`src/rtl/qpimem_arb_pkg.sv`:
```
// Shared types and widths for the QPI memory arbiter.
package qpimem_arb_pkg;

  localparam int unsigned ADDR_W = 24;
  localparam int unsigned DATA_W = 32;

  typedef enum logic [1:0] {
    ST_IDLE   = 2'd0,
    ST_ACTIVE = 2'd1,
    ST_DRAIN  = 2'd2
  } arb_state_e;

  // Request payload presented to the memory controller.
  typedef struct packed {
    logic              do_read;
    logic              do_write;
    logic [ADDR_W-1:0] addr;
    logic [DATA_W-1:0] wdata;
  } qpi_req_t;

endpackage

```
`src/rtl/qpimem_arb_rr.sv`:
```
// Combinational pointer-based picker: first requester after last_grant.
// QPIMEM_ARB_PRIO0_EN: master 0 wins whenever it requests.
module qpimem_arb_rr
  import qpimem_arb_pkg::*;
#(
  parameter  int unsigned MASTERS = 3,
  localparam int unsigned IDX_W   = $clog2(MASTERS)
) (
  input  logic [MASTERS-1:0] req_i,
  input  logic [IDX_W-1:0]   last_grant_i,
  output logic [IDX_W-1:0]   grant_o,
  output logic               valid_o
);

  logic [IDX_W-1:0] cand;

  // Scan from last_grant+1 with wrap; first requester wins.
  always_comb begin
    grant_o = '0;
    valid_o = 1'b0;
    cand    = '0;
    for (int unsigned k = 1; k <= MASTERS; k++) begin
      cand = IDX_W'((32'(last_grant_i) + k) % MASTERS);
      if (!valid_o && req_i[cand]) begin
        grant_o = cand;
        valid_o = 1'b1;
      end
    end
`ifdef QPIMEM_ARB_PRIO0_EN
    if (req_i[0]) begin
      grant_o = '0;
      valid_o = 1'b1;
    end
`endif
  end

endmodule

```
`src/rtl/qpimem_arbiter.sv`:
```
// Shares one QPI memory controller between MASTERS requesters.
// Round-robin by default; QPIMEM_ARB_PRIO0_EN gives master 0 absolute priority.
module qpimem_arbiter
  import qpimem_arb_pkg::*;
#(
  parameter int unsigned MASTERS = 3
) (
  input  logic                      clk,
  input  logic                      rst,
  input  logic [MASTERS-1:0]        m_do_read,
  input  logic [MASTERS-1:0]        m_do_write,
  input  logic [MASTERS*ADDR_W-1:0] m_addr,
  input  logic [MASTERS*DATA_W-1:0] m_wdata,
  output logic [MASTERS*DATA_W-1:0] m_rdata,
  output logic [MASTERS-1:0]        m_next_byte,
  output logic [MASTERS-1:0]        m_is_idle,
  output logic                      qpi_do_read,
  output logic                      qpi_do_write,
  output logic [ADDR_W-1:0]         qpi_addr,
  output logic [DATA_W-1:0]         qpi_wdata,
  input  logic [DATA_W-1:0]         qpi_rdata,
  input  logic                      qpi_next_byte,
  input  logic                      qpi_is_idle
);

  localparam int unsigned IDX_W = $clog2(MASTERS);

  arb_state_e       state_q, state_d;
  logic [IDX_W-1:0] grant_q, grant_d;
  logic [IDX_W-1:0] last_q, last_d;
  logic [IDX_W-1:0] pick;
  logic             pick_valid;
  qpi_req_t         sel;

  qpimem_arb_rr #(
    .MASTERS(MASTERS)
  ) u_rr (
    .req_i       (m_do_read | m_do_write),
    .last_grant_i(last_q),
    .grant_o     (pick),
    .valid_o     (pick_valid)
  );

  // Granted master's request payload.
  always_comb begin
    sel = '0;
    for (int unsigned i = 0; i < MASTERS; i++) begin
      if (grant_q == IDX_W'(i)) begin
        sel.do_read  = m_do_read[i];
        sel.do_write = m_do_write[i];
        sel.addr     = m_addr[i*ADDR_W +: ADDR_W];
        sel.wdata    = m_wdata[i*DATA_W +: DATA_W];
      end
    end
  end

  // State, grant and round-robin pointer registers.
  always_ff @(posedge clk) begin
    if (rst) begin
      state_q <= ST_IDLE;
      grant_q <= '0;
      last_q  <= IDX_W'(MASTERS - 1);
    end else begin
      state_q <= state_d;
      grant_q <= grant_d;
      last_q  <= last_d;
    end
  end

  // Next-state and muxing; reset kills outstanding memory requests immediately.
  always_comb begin
    state_d      = state_q;
    grant_d      = grant_q;
    last_d       = last_q;
    qpi_do_read  = 1'b0;
    qpi_do_write = 1'b0;
    qpi_addr     = '0;
    qpi_wdata    = '0;
    m_next_byte  = '0;
    m_is_idle    = '0;
    m_rdata      = {MASTERS{qpi_rdata}};

    unique case (state_q)
      ST_IDLE: begin
        m_is_idle = {MASTERS{qpi_is_idle}};
        if (qpi_is_idle && pick_valid) begin
          grant_d = pick;
          last_d  = pick;
          state_d = ST_ACTIVE;
        end
      end
      ST_ACTIVE: begin
        qpi_do_read           = sel.do_read;
        qpi_do_write          = sel.do_write;
        qpi_addr              = sel.addr;
        qpi_wdata             = sel.wdata;
        m_next_byte[grant_q]  = qpi_next_byte;
        m_is_idle[grant_q]    = qpi_is_idle;
        if (!sel.do_read && !sel.do_write) begin
          state_d = ST_DRAIN;
        end
      end
      ST_DRAIN: begin
        qpi_addr              = sel.addr;
        qpi_wdata             = sel.wdata;
        m_next_byte[grant_q]  = qpi_next_byte;
        m_is_idle[grant_q]    = qpi_is_idle;
        if (qpi_is_idle) begin
          state_d = ST_IDLE;
        end
      end
      default: state_d = ST_IDLE;
    endcase

    if (rst) begin
      qpi_do_read  = 1'b0;
      qpi_do_write = 1'b0;
      qpi_addr     = '0;
      qpi_wdata    = '0;
      m_next_byte  = '0;
    end
  end

endmodule

```
`config.mk`:
```
export PLATFORM = sky130hd
export DESIGN_NAME = qpimem_arbiter
export DESIGN_NICKNAME = d
export VERILOG_FILES = /design/src/rtl/qpimem_arb_pkg.sv /design/src/rtl/qpimem_arb_rr.sv /design/src/rtl/qpimem_arbiter.sv
export SDC_FILE = /design/constraint.sdc
export NUM_CORES = 1
export LEC_CHECK = 0
export BUFFER_PORTS_ARGS = -buffer_cell sky130_fd_sc_hd__buf_4
export CORE_AREA = 4 4 140 142
export DETAILED_ROUTE_END_ITERATION = 16
export DIE_AREA = 0 0 144 146
export GPL_ROUTABILITY_DRIVEN = 1
export SLEW_MARGIN = 20
export SYNTH_ARGS = -nofsm -noshare
export SYNTH_HDL_FRONTEND = slang
export SYNTH_HIERARCHICAL = 1
export SYNTH_SLANG_ARGS = --single-unit
```
`constraint.sdc`:
```
create_clock -name clk -period 3.1 [get_ports clk]
set_input_delay 0.31 -clock clk [delete_from_list [all_inputs] [get_ports clk]]
set_output_delay 0.31 -clock clk [all_outputs]
set_load 0.05 [all_outputs]
```
Word-level counts from Yosys, hierarchy flattened
Index checks and enable logic that the tools add are counted.
{ "totals": {"wordCells": 70, "reg_bits": 6} }
{ "op_classes": {"addsub": 3, "div_mod_pow": 3, "eq_ne": 7, "mux": 32, "n_lt_le_gt_ge": 5, "n_reduce_logical": 14, "bitwise_logic": 3} }
{ "op_table": {"columns": ["operator", "count"], "rows": [
  ["58-bit two-way mux", 3],
  ["32-bit by 2-bit modulo with 32-bit output, second input constant", 3],
  ["32-bit two-way mux", 2],
  ["24-bit two-way mux", 2],
  ["2-bit by 3-bit less-than comparator with 1-bit output, second input constant", 4],
  ["2-bit two-way mux", 6],
  ["1-bit two-way mux", 11],
  ["2-bit by 2-bit adder with 3-bit output, second input constant", 2],
  ["3-bit bitwise AND", 2],
  ["1-bit binary-select mux with 2-bit select", 3],
  ["3-bit two-way mux", 2],
  ["2-bit inequality test, second input constant", 3],
  ["2-bit case mux with 3 select lines", 1],
  ["3-bit case mux with 2 select lines", 1],
  ["1-bit logical AND", 5],
  ["2-bit by 1-bit equality test with 1-bit output, second input constant", 2],
  ["2-bit equality test, second input constant", 2],
  ["1-bit zero test", 4],
  ["2-bit zero test", 2],
  ["2-bit by 1-bit adder with 3-bit output, second input constant", 1],
  ["3-bit bitwise OR", 1],
  ["3-bit AND reduction", 1],
  ["1-bit demux with 2-bit select", 1],
  ["2-bit by 1-bit greater-or-equal comparator with 1-bit output, second input constant", 1],
  ["other kinds (2)", 2]
]} }

Longest topological paths before layout
{ "logic_depth": {"word_depth": 14, "ltp_mapped": 9, "mapped_depth_nobuf": 9} }

Hierarchy
The synthesis kept the hierarchy.
{ "by_module_without_submodules": {"columns": ["mod", "n_inst", "area_each_um2", "cells_per_inst"], "rows": [
  ["qpimem_arbiter", 1, 2551.2, 405],
  ["qpimem_arb_rr", 1, 131.4, 20]
]} }

Least setup slack after synthesis
No wires, ideal clock.
{ "synth_timing": {"path_type": "register to output", "startpoint": "register state_q[0]", "endpoint": "output port m_next_byte[1]", "setup_slack_ns": 0.720, "arrival_ns": 2.070, "path_stages_with_launch": 5, "required_time_ns": 2.790, "cell_sequence": "dfxtp_1 -> inv_1 -> ha_1 -> nand3b_1 -> nor3b_1"} }
{ "synth_via": {"elab_chain_cells": 4} }
{ "synth_lines": {"columns": ["item", "line_no", "rtl"], "rows": [
  ["start, declared", "qpimem_arbiter.sv:28", "arb_state_e state_q, state_d;"],
  ["start signal, assigned", "qpimem_arbiter.sv:64", "state_q <= state_d;"],
  ["2-bit equality test or 2-bit by 1-bit equality test with 1-bit output (tied branches)", "qpimem_arbiter.sv:83", "unique case (state_q)"],
  ["2-bit OR reduction (no line) (*)", null, null],
  ["3-bit two-way mux (*)", null, null],
  ["3-bit two-way mux (*)", "qpimem_arbiter.sv:115", "if (rst) begin"],
  ["end, declared", "qpimem_arbiter.sv:15", "output logic [MASTERS-1:0] m_next_byte,"]
]} }
Mark *: on every way between the ends. The rest lies on a longest branch, timed or not.

Worst setup path in the final report
{ "layout_timing": {"startpoint": "register grant_q[0]", "endpoint": "output port qpi_addr[8]"} }
{ "layout_via": {"elab_chain_cells": 6} }
{ "layout_lines": {"columns": ["item", "line_no", "rtl"], "rows": [
  ["start, declared", "qpimem_arbiter.sv:29", "logic [IDX_W-1:0] grant_q, grant_d;"],
  ["start signal, assigned", "qpimem_arbiter.sv:65", "grant_q <= grant_d;"],
  ["2-bit zero test", "qpimem_arbiter.sv:48", "if (grant_q == IDX_W'(i)) begin"],
  ["58-bit two-way mux (2 in series)", "qpimem_arbiter.sv:48", null],
  ["58-bit two-way mux (*)", "qpimem_arbiter.sv:48", null],
  ["24-bit two-way mux (*)", "qpimem_arbiter.sv:83", null],
  ["24-bit two-way mux (*)", "qpimem_arbiter.sv:115", null],
  ["end, declared", "qpimem_arbiter.sv:19", "output logic [ADDR_W-1:0] qpi_addr,"]
]} }
Marked as above.

==> out/results.txt <==
final setup violation count = 0
WL final = 10.9 mm
Vias = 3156
met2 Usage GRT = 0.169
nets = 772
placed inst area = 3990 µm²
initial antenna violation count = 0
Yosys reg bits = 5
Seq/Total Area, Yosys = 0.0373
minimum clock period = 2290 ps
Max IR drop VDD = 0.314 mV
TritonRoute pass-1 iters = 4
Post-synth ARST share = 0
Primary FF master, synth = dfxtp_1
total global routing overflow = 0
Crit path arrival time = 1980 ps
Cells after DPL = 784
fill cell count = 2115
Worst path depth = 6
total negative slack = 0 ps
Yosys cell types = 29
Util after Layout = 0.220
Rows = 50
Antenna Cells = 0
CTS buffer count = 3
R2R depth = 8
share of layout cells above drive strength 1 = 0.471
CTS tree = yes
crit-path most repeated cell = buf_4
hpwl dp = 8.96 mm
Via density = 4.01
synth cell count leaders = 120 x nor2_1, 103 x buf_4, 66 x a21oi_1, 59 x mux2i_1, 10 x buf_2
crit-path cells = buf_4, nor2_4, buf_4, a21oi_1, nor2_1, buf_4
Layout Cells excl Fill = 788
Cells after Synth = 425
die area = 21000 µm²
Fmax = 0.436 GHz
Post-CTS Setup Bufs = 0
CP max FO = 33
largest net degree at the start of global routing = 65
WHS Path Cells = 2
gr busiest metal = met2
WL per Instance = 13.9 µm
synthesized area = 2680 µm²
status = completed
post-synth net total = 642
PwrDens = 536 nW/µm²
Max Cap Violations = 0
most common cell in the netlist = nor2_1
CP peak stage delay = 350 ps
CTS sink cnt = 5
Yosys top cell area share = 0.288
H-tree levels = 1
cell family with most CP delay = buffers and inverters
Syn Area/Cell = 6.31 µm²
Post-synth EDFFs = 0
met3 Resource Use GR = 0.0223
cts hold-fix bufs = 0
number of global-route vias before repair = 3076
initial core utilization = 0.145
first-pass GRT wire length = 15.8 mm
yosys warns = 6
Final Hold Viols = 0
met1 usage = 0.0975
Pleak = 1.94 nW
area leader, netlist = buf_4
worst hold margin = 310 ps
Pins Over Slew Limit = 0
Startpoint Class = register
Clock Root Buffer = clkbuf_16
Critical path buffers and inverters = 3
clk slew on worst S/H paths = 30 ps
Final GP Congestion = 0.787
insertion delay to the later sink of the worst-skew pair = 230 ps
Die X = 144 µm
GRT Util Overall = 0.0921
worst slew pin tran = 701 ps
num ports = 370
period utilization = 0.740
DR DRC count = 0
RSZ-0062 raised after global routing = no
critical path type = register to output pin
Worst EP required = 2790 ps
Setup Skew = 1.14 ps
Slowest cell on crit path = buf_4
1st-iter DRT viols = 140
Hold Crit Class = input pin to register
IO buf count = 241
Synth-to-Final Area Change = 51.6%
crit end category = output pin
Area contributors post-synth = buf_4 29%, mux2i_1 22%, nor2_1 17%, a21oi_1 12%, dfxtp_1 3.7%
Max clock buf depth = 2
final instance area = 4070 µm²
headroom to the max-slew limit = 0.533
ANT nets after route = 0
die height = 146 µm
Placeable Area = 18500 µm²
CTS resizes = 0
registers in the layout, indices dropped and copies added, names as in the netlist:
| signal | count |
|---|---|
| grant_q | 2 |
| state_q | 2 |
| last_q | 1 |
stage by stage:
step | setup slack (ps) | power (W)
global route | 646 | 0.00233
CTS | 767 | 0.00221
finish | 806 | 0.00218
global placement | 1040 | 0.00197
floorplan | 720 | 0.00173
detailed placement | 1010 | 0.00198
cell usage in the layout (no fill, tap or decap), types with 4 or more instances in the layout:
cell type	count
buf_4	248
nor2_1	120
a21oi_1	66
mux2i_1	59
inv_1	7
ha_1	7
nand2_1	5
nand3_1	4
worst register-to-register path, stage by stage, from the launching register on:
cell     delay (ps)
dfxtp_4         340
inv_1            40
ha_1            370
maj3_2          330
a21oi_1         240
nand2_1          80
a21oi_1         280
a21o_1          160
a21oi_1          60
power by group:
group	leakage (nW)	internal, W	switching, W
Combinational	1.86	0.000668	0.00120
Clock	0.0382	0.000171	0.0000454
Sequential	0.0423	0.0000833	0.0000151
Total	1.94	0.000922	0.00126
worst paths after layout:
check / start / end / slack (ps)
worst min register to register: last_q[1] / last_q[1] / 500
worst min-delay path: rst / grant_q[0] / 310
worst max-delay path: grant_q[0] / qpi_addr[8] / 810
worst max register to register: grant_q[0] / state_q[0] / 1090
cell type report:
class                      count  area, µm²  share of cell area
sequential                     5        105              0.0258
inverter                       7       26.3             0.00646
clock buffer                   4       78.8              0.0194
tap                          234        293              0.0720
multi-input combinational    290       1700               0.419
timing repair buffer         248       1860               0.458
per-layer routing:
metal  share of wire  vias to the layer above
met5               0                        -
met4           0.043                        0
met3            0.10                       56
met2            0.50                      165
met1            0.36                     1371
li1                -                     1564
logic make-up (layout without fill, tap and decap cells):
family / after synthesis / after routing / synth area share
flops: 5 / 5 / 0.0373
fa+ha+maj: 8 / 8 / 0.0368
buf+inv: 130 / 259 / 0.331
mux: 59 / 59 / 0.220
compound gates: 78 / 78 / 0.154
simple gates: 145 / 145 / 0.221
(Power assumes the default switching activity.)
